**src/rtl/rhythm_pkg.sv**
```systemverilog
// Shared types, key constants and arithmetic helpers for the rhythm-game scoring path.
package rhythm_pkg;

    typedef enum logic [1:0] {
        IDLE    = 2'd0,
        PLAYING = 2'd1,
        DONE    = 2'd2
    } state_t;

    localparam logic [7:0] KEY_SPACE = 8'h2C;
    localparam logic [7:0] KEY_CLEAR = 8'h01;

    // Popcount handles any lane vector up to POP_MAX bits; callers zero-extend into it.
    localparam int unsigned POP_MAX = 512;
    localparam int unsigned POP_W   = $clog2(POP_MAX + 1);

    function automatic logic [POP_W-1:0] popcount(input logic [POP_MAX-1:0] v);
        logic [POP_W-1:0] cnt;
        cnt = '0;
        for (int unsigned i = 0; i < POP_MAX; i++) begin
            cnt = cnt + POP_W'(v[i]);
        end
        return cnt;
    endfunction

    // a + b clamped to max; the 33-bit sum cannot wrap for 32-bit operands.
    function automatic logic [31:0] sat_add(input logic [31:0] a,
                                            input logic [31:0] b,
                                            input logic [31:0] max);
        logic [32:0] sum;
        sum = {1'b0, a} + {1'b0, b};
        return (sum > {1'b0, max}) ? max : sum[31:0];
    endfunction

endpackage

```
**src/rtl/lane_edge_detect.sv**
```systemverilog
// Per-lane rising-edge detect of dropper hit/miss levels; a simultaneous hit suppresses the miss.
module lane_edge_detect #(
    parameter int unsigned N = 64
) (
    input  logic         clk,
    input  logic         rst,
    input  logic [N-1:0] score_vec,
    input  logic [N-1:0] miss_vec,
    output logic [N-1:0] rise_h,
    output logic [N-1:0] rise_m
);

    logic [N-1:0] prev_score;
    logic [N-1:0] prev_miss;

    // History loads every cycle regardless of game state so stale levels never re-trigger.
    always_ff @(posedge clk) begin
        if (rst) begin
            prev_score <= '0;
            prev_miss  <= '0;
        end else begin
            prev_score <= score_vec;
            prev_miss  <= miss_vec;
        end
    end

    assign rise_h = score_vec & ~prev_score;
    assign rise_m = miss_vec & ~prev_miss & ~score_vec;

endmodule

```
**src/rtl/score_keeper.sv**
```systemverilog
// Frame-rate judge: turns per-lane hit/miss edges into score, combo and tallies.
// Optional best-score register enabled by defining SCORE_KEEPER_HIGH_SCORE_EN.
module score_keeper
    import rhythm_pkg::*;
#(
    parameter int unsigned N_DROPS      = 64,
    parameter int unsigned BASE_PTS     = 10,
    parameter int unsigned COMBO_THRESH = 10,
    parameter logic [7:0]  START_KEY    = KEY_SPACE,
    parameter logic [7:0]  CLEAR_KEY    = KEY_CLEAR
) (
    input  logic               frame_clk,
    input  logic               Reset,
    input  logic [7:0]         keycode,
    input  logic [7:0]         keycode_second,
    input  logic [N_DROPS-1:0] score_vec,
    input  logic [N_DROPS-1:0] miss_vec,
    output logic [15:0]        score,
    output logic [7:0]         combo,
    output logic [7:0]         max_combo,
    output logic [7:0]         hits,
    output logic [7:0]         misses,
    output logic               game_over,
    output logic               playing,
    output logic [15:0]        high_score
);

    localparam int unsigned CW = $clog2(N_DROPS + 1);
    localparam int unsigned TW = CW + 2;

    logic [N_DROPS-1:0] rise_h;
    logic [N_DROPS-1:0] rise_m;
    logic [CW-1:0]      nh;
    logic [CW-1:0]      nm;

    state_t        state_q, state_d;
    logic [15:0]   score_q, score_d;
    logic [7:0]    combo_q, combo_d;
    logic [7:0]    max_combo_q, max_combo_d;
    logic [7:0]    hits_q, hits_d;
    logic [7:0]    misses_q, misses_d;
    logic [CW-1:0] resolved_q, resolved_d;
    logic          playing_q, playing_d;
    logic          game_over_q, game_over_d;

    logic [31:0]   pts;
    logic [7:0]    combo_inc;
    logic [TW-1:0] total;

`ifdef SCORE_KEEPER_HIGH_SCORE_EN
    logic [15:0]   high_score_q, high_score_d;
`endif

    lane_edge_detect #(.N(N_DROPS)) u_edge (
        .clk       (frame_clk),
        .rst       (Reset),
        .score_vec (score_vec),
        .miss_vec  (miss_vec),
        .rise_h    (rise_h),
        .rise_m    (rise_m)
    );

    assign nh = CW'(popcount(POP_MAX'(rise_h)));
    assign nm = CW'(popcount(POP_MAX'(rise_m)));

    // Next-state and counter update; this frame's edges are applied at this same edge.
    always_comb begin
        state_d     = state_q;
        score_d     = score_q;
        combo_d     = combo_q;
        max_combo_d = max_combo_q;
        hits_d      = hits_q;
        misses_d    = misses_q;
        resolved_d  = resolved_q;
`ifdef SCORE_KEEPER_HIGH_SCORE_EN
        high_score_d = high_score_q;
`endif

        pts = 32'(nh) * BASE_PTS;
        if (32'(combo_q) >= COMBO_THRESH) begin
            pts = pts << 1;
        end
        combo_inc = 8'(sat_add(32'(combo_q), 32'(nh), 32'd255));
        total     = TW'(resolved_q) + TW'(nh) + TW'(nm);

        case (state_q)
            IDLE: begin
                if (keycode == START_KEY || keycode_second == START_KEY) begin
                    state_d     = PLAYING;
                    score_d     = '0;
                    combo_d     = '0;
                    max_combo_d = '0;
                    hits_d      = '0;
                    misses_d    = '0;
                    resolved_d  = '0;
                end
            end
            PLAYING: begin
                score_d     = 16'(sat_add(32'(score_q), pts, 32'h0000_FFFF));
                hits_d      = 8'(sat_add(32'(hits_q), 32'(nh), 32'd255));
                misses_d    = 8'(sat_add(32'(misses_q), 32'(nm), 32'd255));
                max_combo_d = (combo_inc > max_combo_q) ? combo_inc : max_combo_q;
                combo_d     = (nm != '0) ? 8'd0 : combo_inc;
                resolved_d  = resolved_q + nh + nm;
                if (total == TW'(N_DROPS)) begin
                    state_d = DONE;
`ifdef SCORE_KEEPER_HIGH_SCORE_EN
                    if (score_d > high_score_q) begin
                        high_score_d = score_d;
                    end
`endif
                end
            end
            DONE: begin
                if (keycode == CLEAR_KEY) begin
                    state_d = IDLE;
                end
            end
            default: state_d = IDLE;
        endcase

        playing_d   = (state_d == PLAYING);
        game_over_d = (state_d == DONE);
    end

    always_ff @(posedge frame_clk) begin
        if (Reset) begin
            state_q     <= IDLE;
            score_q     <= '0;
            combo_q     <= '0;
            max_combo_q <= '0;
            hits_q      <= '0;
            misses_q    <= '0;
            resolved_q  <= '0;
            playing_q   <= 1'b0;
            game_over_q <= 1'b0;
`ifdef SCORE_KEEPER_HIGH_SCORE_EN
            high_score_q <= '0;
`endif
        end else begin
            state_q     <= state_d;
            score_q     <= score_d;
            combo_q     <= combo_d;
            max_combo_q <= max_combo_d;
            hits_q      <= hits_d;
            misses_q    <= misses_d;
            resolved_q  <= resolved_d;
            playing_q   <= playing_d;
            game_over_q <= game_over_d;
`ifdef SCORE_KEEPER_HIGH_SCORE_EN
            high_score_q <= high_score_d;
`endif
        end
    end

    assign score     = score_q;
    assign combo     = combo_q;
    assign max_combo = max_combo_q;
    assign hits      = hits_q;
    assign misses    = misses_q;
    assign playing   = playing_q;
    assign game_over = game_over_q;

`ifdef SCORE_KEEPER_HIGH_SCORE_EN
    assign high_score = high_score_q;
`else
    assign high_score = 16'h0000;
`endif

endmodule

```
**config.mk**
```make
export PLATFORM = sky130hd
export DESIGN_NAME = score_keeper
export DESIGN_NICKNAME = d
export VERILOG_FILES = /design/src/rtl/rhythm_pkg.sv /design/src/rtl/lane_edge_detect.sv /design/src/rtl/score_keeper.sv
export SDC_FILE = /design/constraint.sdc
export NUM_CORES = 1
export LEC_CHECK = 0
export BUFFER_PORTS_ARGS = -buffer_cell sky130_fd_sc_hd__buf_2
export CAP_MARGIN = 10
export CORE_MARGIN = 2
export CORE_UTILIZATION = 60
export DETAILED_ROUTE_END_ITERATION = 7
export GPL_ROUTABILITY_DRIVEN = 0
export PLACE_DENSITY_LB_ADDON = 0.1
export SLEW_MARGIN = 20
export SYNTH_ARGS = -nofsm -noshare
export SYNTH_HDL_FRONTEND = slang
export SYNTH_HIERARCHICAL = 1
export SYNTH_SLANG_ARGS = --single-unit
```
**constraint.sdc**
```tcl
create_clock -name frame_clk -period 18.8 [get_ports frame_clk]
set_input_delay 3.76 -clock frame_clk [delete_from_list [all_inputs] [get_ports frame_clk]]
set_output_delay 3.76 -clock frame_clk [all_outputs]
set_load 0.01 [all_outputs]
```
==> impl_table.tex, run 1 <==
\begin{tabular}{lr}
\hline
Metric & Value \\
\hline
\multicolumn{2}{l}{\textbf{Job}} \\
\quad Number of maximum-capacitance violations & 0 \\
\multicolumn{2}{l}{\textbf{Floorplan}} \\
\quad Starting Density & 61.38\% \\
\quad Chip width & 148.1 um \\
\quad Number of placed I/O pins & 212 \\
\quad Full die area & 21940 um\^{}2 \\
\quad Standard-cell row count & 52 \\
\quad Vert. Die Dim & 148.1 um \\
\quad Area of the core & 20300 um\^{}2 \\
\multicolumn{2}{l}{\textbf{CTS}} \\
\quad Clock tree root buffer cell & sky130\_fd\_sc\_hd\_\_clkbuf\_16 \\
\quad Post\_cts resized & 0 \\
\quad Clock Latency Late Sink & 440 ps \\
\quad Sink Count & 187 \\
\quad TritonCTS clock tree & built \\
\quad Number of CTS-inserted buffers & 17 \\
\quad \# Post-CTS Setup Buffers & 0 \\
\quad Number of buffers on the longest clock path & 2 \\
\quad Clock H-tree levels & 4 \\
\quad Cts hold-fix bufs & 0 \\
\quad Clock transition at the registers of the reported paths & 80 ps \\
\multicolumn{2}{l}{\textbf{Detailed routing}} \\
\quad Drt pass-1 iters & 5 \\
\quad Wire length after detailed routing & 27710 um \\
\quad Via density per instance & 5.222 \\
\quad DRC violations left & 0 \\
\quad Vias after detailed routing & 9348 \\
\quad Iteration-0 DRC Markers & 375 \\
\quad Number of nets still failing antenna checks after routing & 0 \\
\quad Routed wire length per instance & 15.48 um \\
\multicolumn{2}{l}{\textbf{GRT}} \\
\quad Aggregate global routing overflow & 0 \\
\quad Antenna violations before repair & 1 \\
\quad Via count of the first global-routing pass & 9294 \\
\quad Global routing usage on met3 & 4.785\% \\
\quad Global routing usage summed across all routing layers & 25.95\% \\
\quad Global-route wire length before repair & 45370 um \\
\quad M2 GR Usage & 39.86\% \\
\quad GRT met1 Usage & 38.32\% \\
\quad Largest net degree at the start of global routing & 95 \\
\quad Layer with the highest usage & met2 \\
\multicolumn{2}{l}{\textbf{Finish}} \\
\quad Seq. cell area & 3744 um\^{}2 \\
\quad Layout fillers & 1634 \\
\quad Fin nets & 1860 \\
\quad Synthesis-to-layout area growth & 13.75\% \\
\quad Most frequent standard cell in the layout excluding fill and tap cells & sky130\_fd\_sc\_hd\_\_nor2b\_1 \\
\quad Most used cells in the layout excluding fill and tap cells & sky130\_fd\_sc\_hd\_\_nor2b\_1 (204), sky130\_fd\_sc\_hd\_\_inv\_1 (203), sky130\_fd\_sc\_hd\_\_buf\_2 (194) \\
\quad Footprint of the multi-input gates & 7724 um\^{}2 \\
\quad Share of cells above drive strength 1 & 15.87\% \\
\multicolumn{2}{l}{\textbf{Timing}} \\
\quad Unrepaired setup endpoints after global routing & no \\
\quad Post-route worst hold slack & 458.5 ps \\
\quad Final number of hold-violating endpoints & 0 \\
\quad Post-route minimum period & 13110 ps \\
\quad Total negative slack & 0 ps \\
\quad Number of max-slew violations in the final report & 0 \\
\quad Worst Tran Pin Value & 1016 ps \\
\quad Clock tree skew after final layout & 15.64 ps \\
\quad Setup violation total in the final timing report & 0 \\
\quad Crit share post-route & 69.74\% \\
\quad Highest attainable clock frequency & 76.27 MHz \\
\quad Normalized max-slew margin & 32.26\% \\
\multicolumn{2}{l}{\textbf{Min path}} \\
\quad Number of instances on the worst hold path & 2 \\
\quad Worst hold-check path type & flip-flop to flip-flop \\
\multicolumn{2}{l}{\textbf{Synthesis}} \\
\quad Register bit total from synthesis & 187 \\
\quad Cells after Synth & 1317 \\
\quad Distinct cell type count after synthesis & 64 \\
\quad Number of enable-type register cells in the synthesized netlist & 0 \\
\quad Post-Synthesis Mean Instance Area & 9.461 um\^{}2 \\
\quad Synthesized area & 12460 um\^{}2 \\
\quad Synth warn & 6 \\
\quad Leading register cell type out of synthesis & sky130\_fd\_sc\_hd\_\_dfxtp\_1 \\
\quad Share of synthesized flip-flops with an asynchronous set or reset & 0\% \\
\quad Share of the yosys chip area belonging to registers & 30.04\% \\
\multicolumn{2}{l}{\textbf{Worst setup path}} \\
\quad Delay of the slowest critical-path stage & 600 ps \\
\quad Critical path endpoint category & flip-flop \\
\quad Worst reg2reg setup slack & 8830 ps \\
\quad Number of cells on the worst reg-to-reg path & 32 \\
\quad Critical path class & input port to flip-flop \\
\quad Arrival time reported for the critical path endpoint & 13470 ps \\
\quad Library cell appearing most often on the critical path & sky130\_fd\_sc\_hd\_\_fa\_1 \\
\quad Cell with the largest stage delay on the worst path & sky130\_fd\_sc\_hd\_\_fa\_1 \\
\quad Buf+Inv Stages, Crit Path & 5 \\
\quad Cell class contributing the biggest share of worst-path delay & adder cells \\
\quad Number of cells on the critical path & 33 \\
\quad Crit path launch type & input port \\
\quad CP max FO & 14 \\
\quad Required time at the worst-slack endpoint & 19160 ps \\
\multicolumn{2}{l}{\textbf{Placed design}} \\
\quad Port-buffer cells & 195 \\
\quad Estimated wirelength of the detail-placed design & 21690 um \\
\multicolumn{2}{l}{\textbf{Status}} \\
\quad Result of the run & finished, final reports clean \\
\hline
\end{tabular}
[registers in the layout (all words and copies together) (netlist names)]
name	cells
state_q	2
playing	1
resolved_q	7
u_edge/prev_miss	64
max_combo	8
game_over	1
hits	8
misses	8
combo	8
score	16
u_edge/prev_score	64
[layer usage]
layer,up-vias,wire length (um)
met4,0,323
li1,4616,-
met5,-,0
met2,259,12430
met3,21,1639
met1,4452,13310
[synth_stat cells, types with 9 or more instances]
master,count,area share [%]
sky130_fd_sc_hd__a211oi_1,11,0.66
sky130_fd_sc_hd__a21o_1,14,0.84
sky130_fd_sc_hd__a21oi_1,50,2.0
sky130_fd_sc_hd__a22oi_1,10,0.60
sky130_fd_sc_hd__buf_4,27,1.6
sky130_fd_sc_hd__clkbuf_1,13,0.39
sky130_fd_sc_hd__dfxtp_1,187,30
sky130_fd_sc_hd__fa_1,121,19
sky130_fd_sc_hd__ha_1,87,8.7
sky130_fd_sc_hd__inv_1,203,6.1
sky130_fd_sc_hd__nand2_1,55,1.7
sky130_fd_sc_hd__nand3_1,10,0.40
sky130_fd_sc_hd__nand4_1,9,0.45
sky130_fd_sc_hd__nor2_1,50,1.5
sky130_fd_sc_hd__nor2b_1,204,10
sky130_fd_sc_hd__nor3b_1,66,4.0
sky130_fd_sc_hd__o21a_1,9,0.54
sky130_fd_sc_hd__o21ai_0,51,2.0
sky130_fd_sc_hd__o21bai_1,10,0.60
sky130_fd_sc_hd__xnor2_1,20,1.4
[worst reg2reg max path: cells and delay by family, from the launching register on]
family                     cells  cell delay, ps
xor gates and xnor gates       2             720
adders and majority gates     12            5480
buffers and inverters          4             260
and+or+nand+nor                4            1260
DFF                            1             300
AOI/OAI and AO/OA             10            1870
[area by class of cell]
type / count / area share [%]
inverters: 203 / 5.376
clock buffers: 18 / 3.028
diodes: 1 / 0.01766
repair buffers: 201 / 7.221
multi-input cells: 896 / 54.49
clock inverters: 14 / 1.068
well taps: 270 / 2.383
flip-flops and latches: 187 / 26.41
[path summary, 6_finish.rpt]
kind,from,endpoint
setup / recovery,score_vec[5],score[11]$_SDFFE_PP0P_
hold / removal,hits[0]$_SDFFE_PP0P_,hits[0]$_SDFFE_PP0P_
setup reg to reg,u_edge/prev_score[5]$_SDFF_PP0_,score[11]$_SDFFE_PP0P_
hold reg to reg,hits[0]$_SDFFE_PP0P_,hits[0]$_SDFFE_PP0P_
[logic make-up (layout without fill, tap and decap cells)]
family | count (synthesis) | in the layout | synth area share [%]
compound gates | 203 | 203 | 10.43
buf+inv | 249 | 436 | 8.424
flops | 187 | 187 | 30.04
mux | 3 | 3 | 0.2611
other cells | 1 | 17 | 0.03009
fa+ha+maj | 208 | 208 | 28.18
simple gates | 438 | 438 | 20.66
xor+xnor | 28 | 28 | 1.968
[metrics by stage]
stage               util [%]  setup slack, ps  cells  cell area, um^2
finish                 69.82             5689   1790            14170
global route           69.81             5195   1789            14170
CTS                    69.81             5710   1789            14170
detailed placement     66.95             5262   1757            13590
global placement       66.95             5460   1757            13590
floorplan                  -             6267   1332            12520
Power of run 1 is left out: the tool's default activity adds up to more than one toggle a clock period on the data nets, which glitch-free logic cannot reach.
==> run 2, diff against run 1 <==
CORE_UTILIZATION = 52   (was 60)
clock period = 11.5 ns   (was 18.8 ns; I/O delays follow)
==> impl_table.tex, run 2 (synthesized netlist as in run 1, its figures left out) <==
\begin{tabular}{lr}
\hline
Metric & Value \\
\hline
\multicolumn{2}{l}{\textbf{CTS}} \\
\quad Clock H-tree levels & 4 (unchanged) \\
\quad Clock transition at the registers of the reported paths & 80 ps (about the same) \\
\quad Cts hold-fix bufs & 0 (unchanged) \\
\quad \# Post-CTS Setup Buffers & 0 (unchanged) \\
\quad Clock Latency Late Sink & 440 ps (about the same) \\
\quad Clock tree root buffer cell & sky130\_fd\_sc\_hd\_\_clkbuf\_16 \\
\quad Number of buffers on the longest clock path & 2 (unchanged) \\
\quad TritonCTS clock tree & built \\
\quad Sink Count & 187 (unchanged) \\
\quad Post\_cts resized & 0 (unchanged) \\
\quad Number of CTS-inserted buffers & 17 (unchanged) \\
\multicolumn{2}{l}{\textbf{Finish}} \\
\quad Fin nets & 1868 (+0.43\%) \\
\quad Most used cells in the layout excluding fill and tap cells & sky130\_fd\_sc\_hd\_\_inv\_1 (203), sky130\_fd\_sc\_hd\_\_nor2b\_1 (203), sky130\_fd\_sc\_hd\_\_buf\_2 (194) \\
\quad Share of cells above drive strength 1 & 16.37\% (+0.51 points) \\
\quad Layout fillers & 2104 (+29\%) \\
\quad ANT cells & 0 (-1) \\
\quad Synthesis-to-layout area growth & 14.91\% \\
\multicolumn{2}{l}{\textbf{Placed design}} \\
\quad Worst slack at placement & 135.1 ps (-5127 ps) \\
\quad Port-buffer cells & 195 (unchanged) \\
\quad Estimated wirelength of the detail-placed design & 22080 um (+1.8\%) \\
\multicolumn{2}{l}{\textbf{Timing}} \\
\quad Worst Setup Slack, final & 577.4 ps (-5112 ps) \\
\quad Unrepaired setup endpoints after global routing & no \\
\quad Worst Tran Pin Value & 1059 ps (+42.82 ps) \\
\quad Post-route minimum period & 10920 ps \\
\quad Crit share post-route & 94.98\% \\
\quad Final number of hold-violating endpoints & 0 (unchanged) \\
\quad Setup violation total in the final timing report & 0 (unchanged) \\
\quad Number of max-slew violations in the final report & 0 (unchanged) \\
\quad Clock tree skew after final layout & 14.04 ps (-1.596 ps) \\
\quad Normalized max-slew margin & 29.14\% (-3.1 points) \\
\quad Total negative slack & 0 ps (unchanged) \\
\quad Highest attainable clock frequency & 91.55 MHz \\
\multicolumn{2}{l}{\textbf{Detailed routing}} \\
\quad Number of nets still failing antenna checks after routing & 0 (unchanged) \\
\quad Routed wire length per instance & 15.02 um (-3.0\%) \\
\quad Iteration-0 DRC Markers & 481 (+28\%) \\
\quad Wire length after detailed routing & 27720 um (about the same) \\
\quad Via density per instance & 4.996 (-4.3\%) \\
\quad Drt pass-1 iters & 5 (unchanged) \\
\quad Vias after detailed routing & 9222 (-1.3\%) \\
\quad DRC violations left & 0 (unchanged) \\
\multicolumn{2}{l}{\textbf{Worst setup path}} \\
\quad Arrival time reported for the critical path endpoint & 11250 ps (-2220 ps) \\
\quad Delay of the slowest critical-path stage & 610 ps (about the same) \\
\quad Required time at the worst-slack endpoint & 11830 ps (-7330 ps) \\
\quad Library cell appearing most often on the critical path & sky130\_fd\_sc\_hd\_\_fa\_1 \\
\quad Critical path endpoint category & flip-flop \\
\quad CP max FO & 4 (-10) \\
\quad Cell class contributing the biggest share of worst-path delay & adder cells \\
\quad Cell with the largest stage delay on the worst path & sky130\_fd\_sc\_hd\_\_fa\_1 \\
\quad Critical path class & input port to flip-flop \\
\quad Buf+Inv Stages, Crit Path & 5 (unchanged) \\
\quad Crit path launch type & input port \\
\multicolumn{2}{l}{\textbf{GRT}} \\
\quad Largest net degree at the start of global routing & 97 (+2.1\%) \\
\quad Aggregate global routing overflow & 0 (unchanged) \\
\quad Global routing usage summed across all routing layers & 22.58\% (-3.4 points) \\
\quad Global-route wire length before repair & 45870 um (+1.1\%) \\
\quad Antenna violations before repair & 2 (+1) \\
\quad Via count of the first global-routing pass & 9178 (-1.2\%) \\
\multicolumn{2}{l}{\textbf{Status}} \\
\quad Result of the run & finished, final reports clean \\
\multicolumn{2}{l}{\textbf{Floorplan}} \\
\quad Standard-cell row count & 56 (+7.7\%) \\
\quad Area of the core & 23470 um\^{}2 (+16\%) \\
\quad Vert. Die Dim & 158.8 um (+7.2\%) \\
\quad Full die area & 25220 um\^{}2 (+15\%) \\
\quad Starting Density & 53.09\% (-8.3 points) \\
\quad Chip width & 158.8 um (+7.2\%) \\
\quad Number of placed I/O pins & 212 (unchanged) \\
\multicolumn{2}{l}{\textbf{Min path}} \\
\quad Worst hold-check path type & flip-flop to flip-flop \\
\multicolumn{2}{l}{\textbf{Job}} \\
\quad Number of maximum-capacitance violations & 0 (unchanged) \\
\hline
\end{tabular}
==> run 2: cell count changes in the layout (fill, tap and decap cells not counted), sizes merged <==
| cell | previous run | this run |
|---|---|---|
| diode | 1 | 0 |
| buf | 201 | 209 |
==> run 2: area by class of cell <==
type                    instances  area, um^2  area share [%]
inverters                     203       762.0           5.322
flip-flops and latches        187        3744           26.14
repair buffers                209        1084           7.567
multi-input cells             896        7726           53.96
clock buffers                  18       429.2           2.997
clock inverters                14       175.2           1.223
well taps                     319       399.1           2.787
==> run 2: metrics by stage <==
| stage | area (um^2) | hold slack, ps | util, % | std cells |
|---|---|---|---|---|
| floorplan | 12520 | 478.5 | - | 1332 |
| global placement | 13710 | 443.8 | 58.43 | 1814 |
| detailed placement | 13710 | 452.9 | 58.43 | 1814 |
| CTS | 14320 | 463.5 | 61.00 | 1846 |
| global route | 14320 | 487.4 | 61.00 | 1846 |
| finish | 14320 | 460.6 | 61.00 | 1846 |
==> run 2: final timing paths <==
check	end	cells after the start	startpoint	slack (ps)
max	score[14]$_SDFFE_PP0P_	32	score_vec[23]	580
min	hits[0]$_SDFFE_PP0P_	2	hits[0]$_SDFFE_PP0P_	460
max reg2reg	score[14]$_SDFFE_PP0P_	31	u_edge/prev_score[23]$_SDFF_PP0_	2250
min reg2reg	hits[0]$_SDFFE_PP0P_	2	hits[0]$_SDFFE_PP0P_	460
==> run 2: layer usage <==
metal	vias to the layer above	wire (um)	track usage (%)	part of all wire, %
met5	-	13	0	0.047
met4	2	304	5.463	1.1
met3	22	1595	3.762	5.8
met2	252	11910	34.18	43
met1	4307	13900	33.70	50
li1	4639	-	-	-
==> run 2: tightest hold or removal path: stages, from the launching register on <==
cell and delay (ps):
sky130_fd_sc_hd__dfxtp_1 330, sky130_fd_sc_hd__nand2_1 60, sky130_fd_sc_hd__nand2_1 40
Power of run 2 is left out for the same reason.
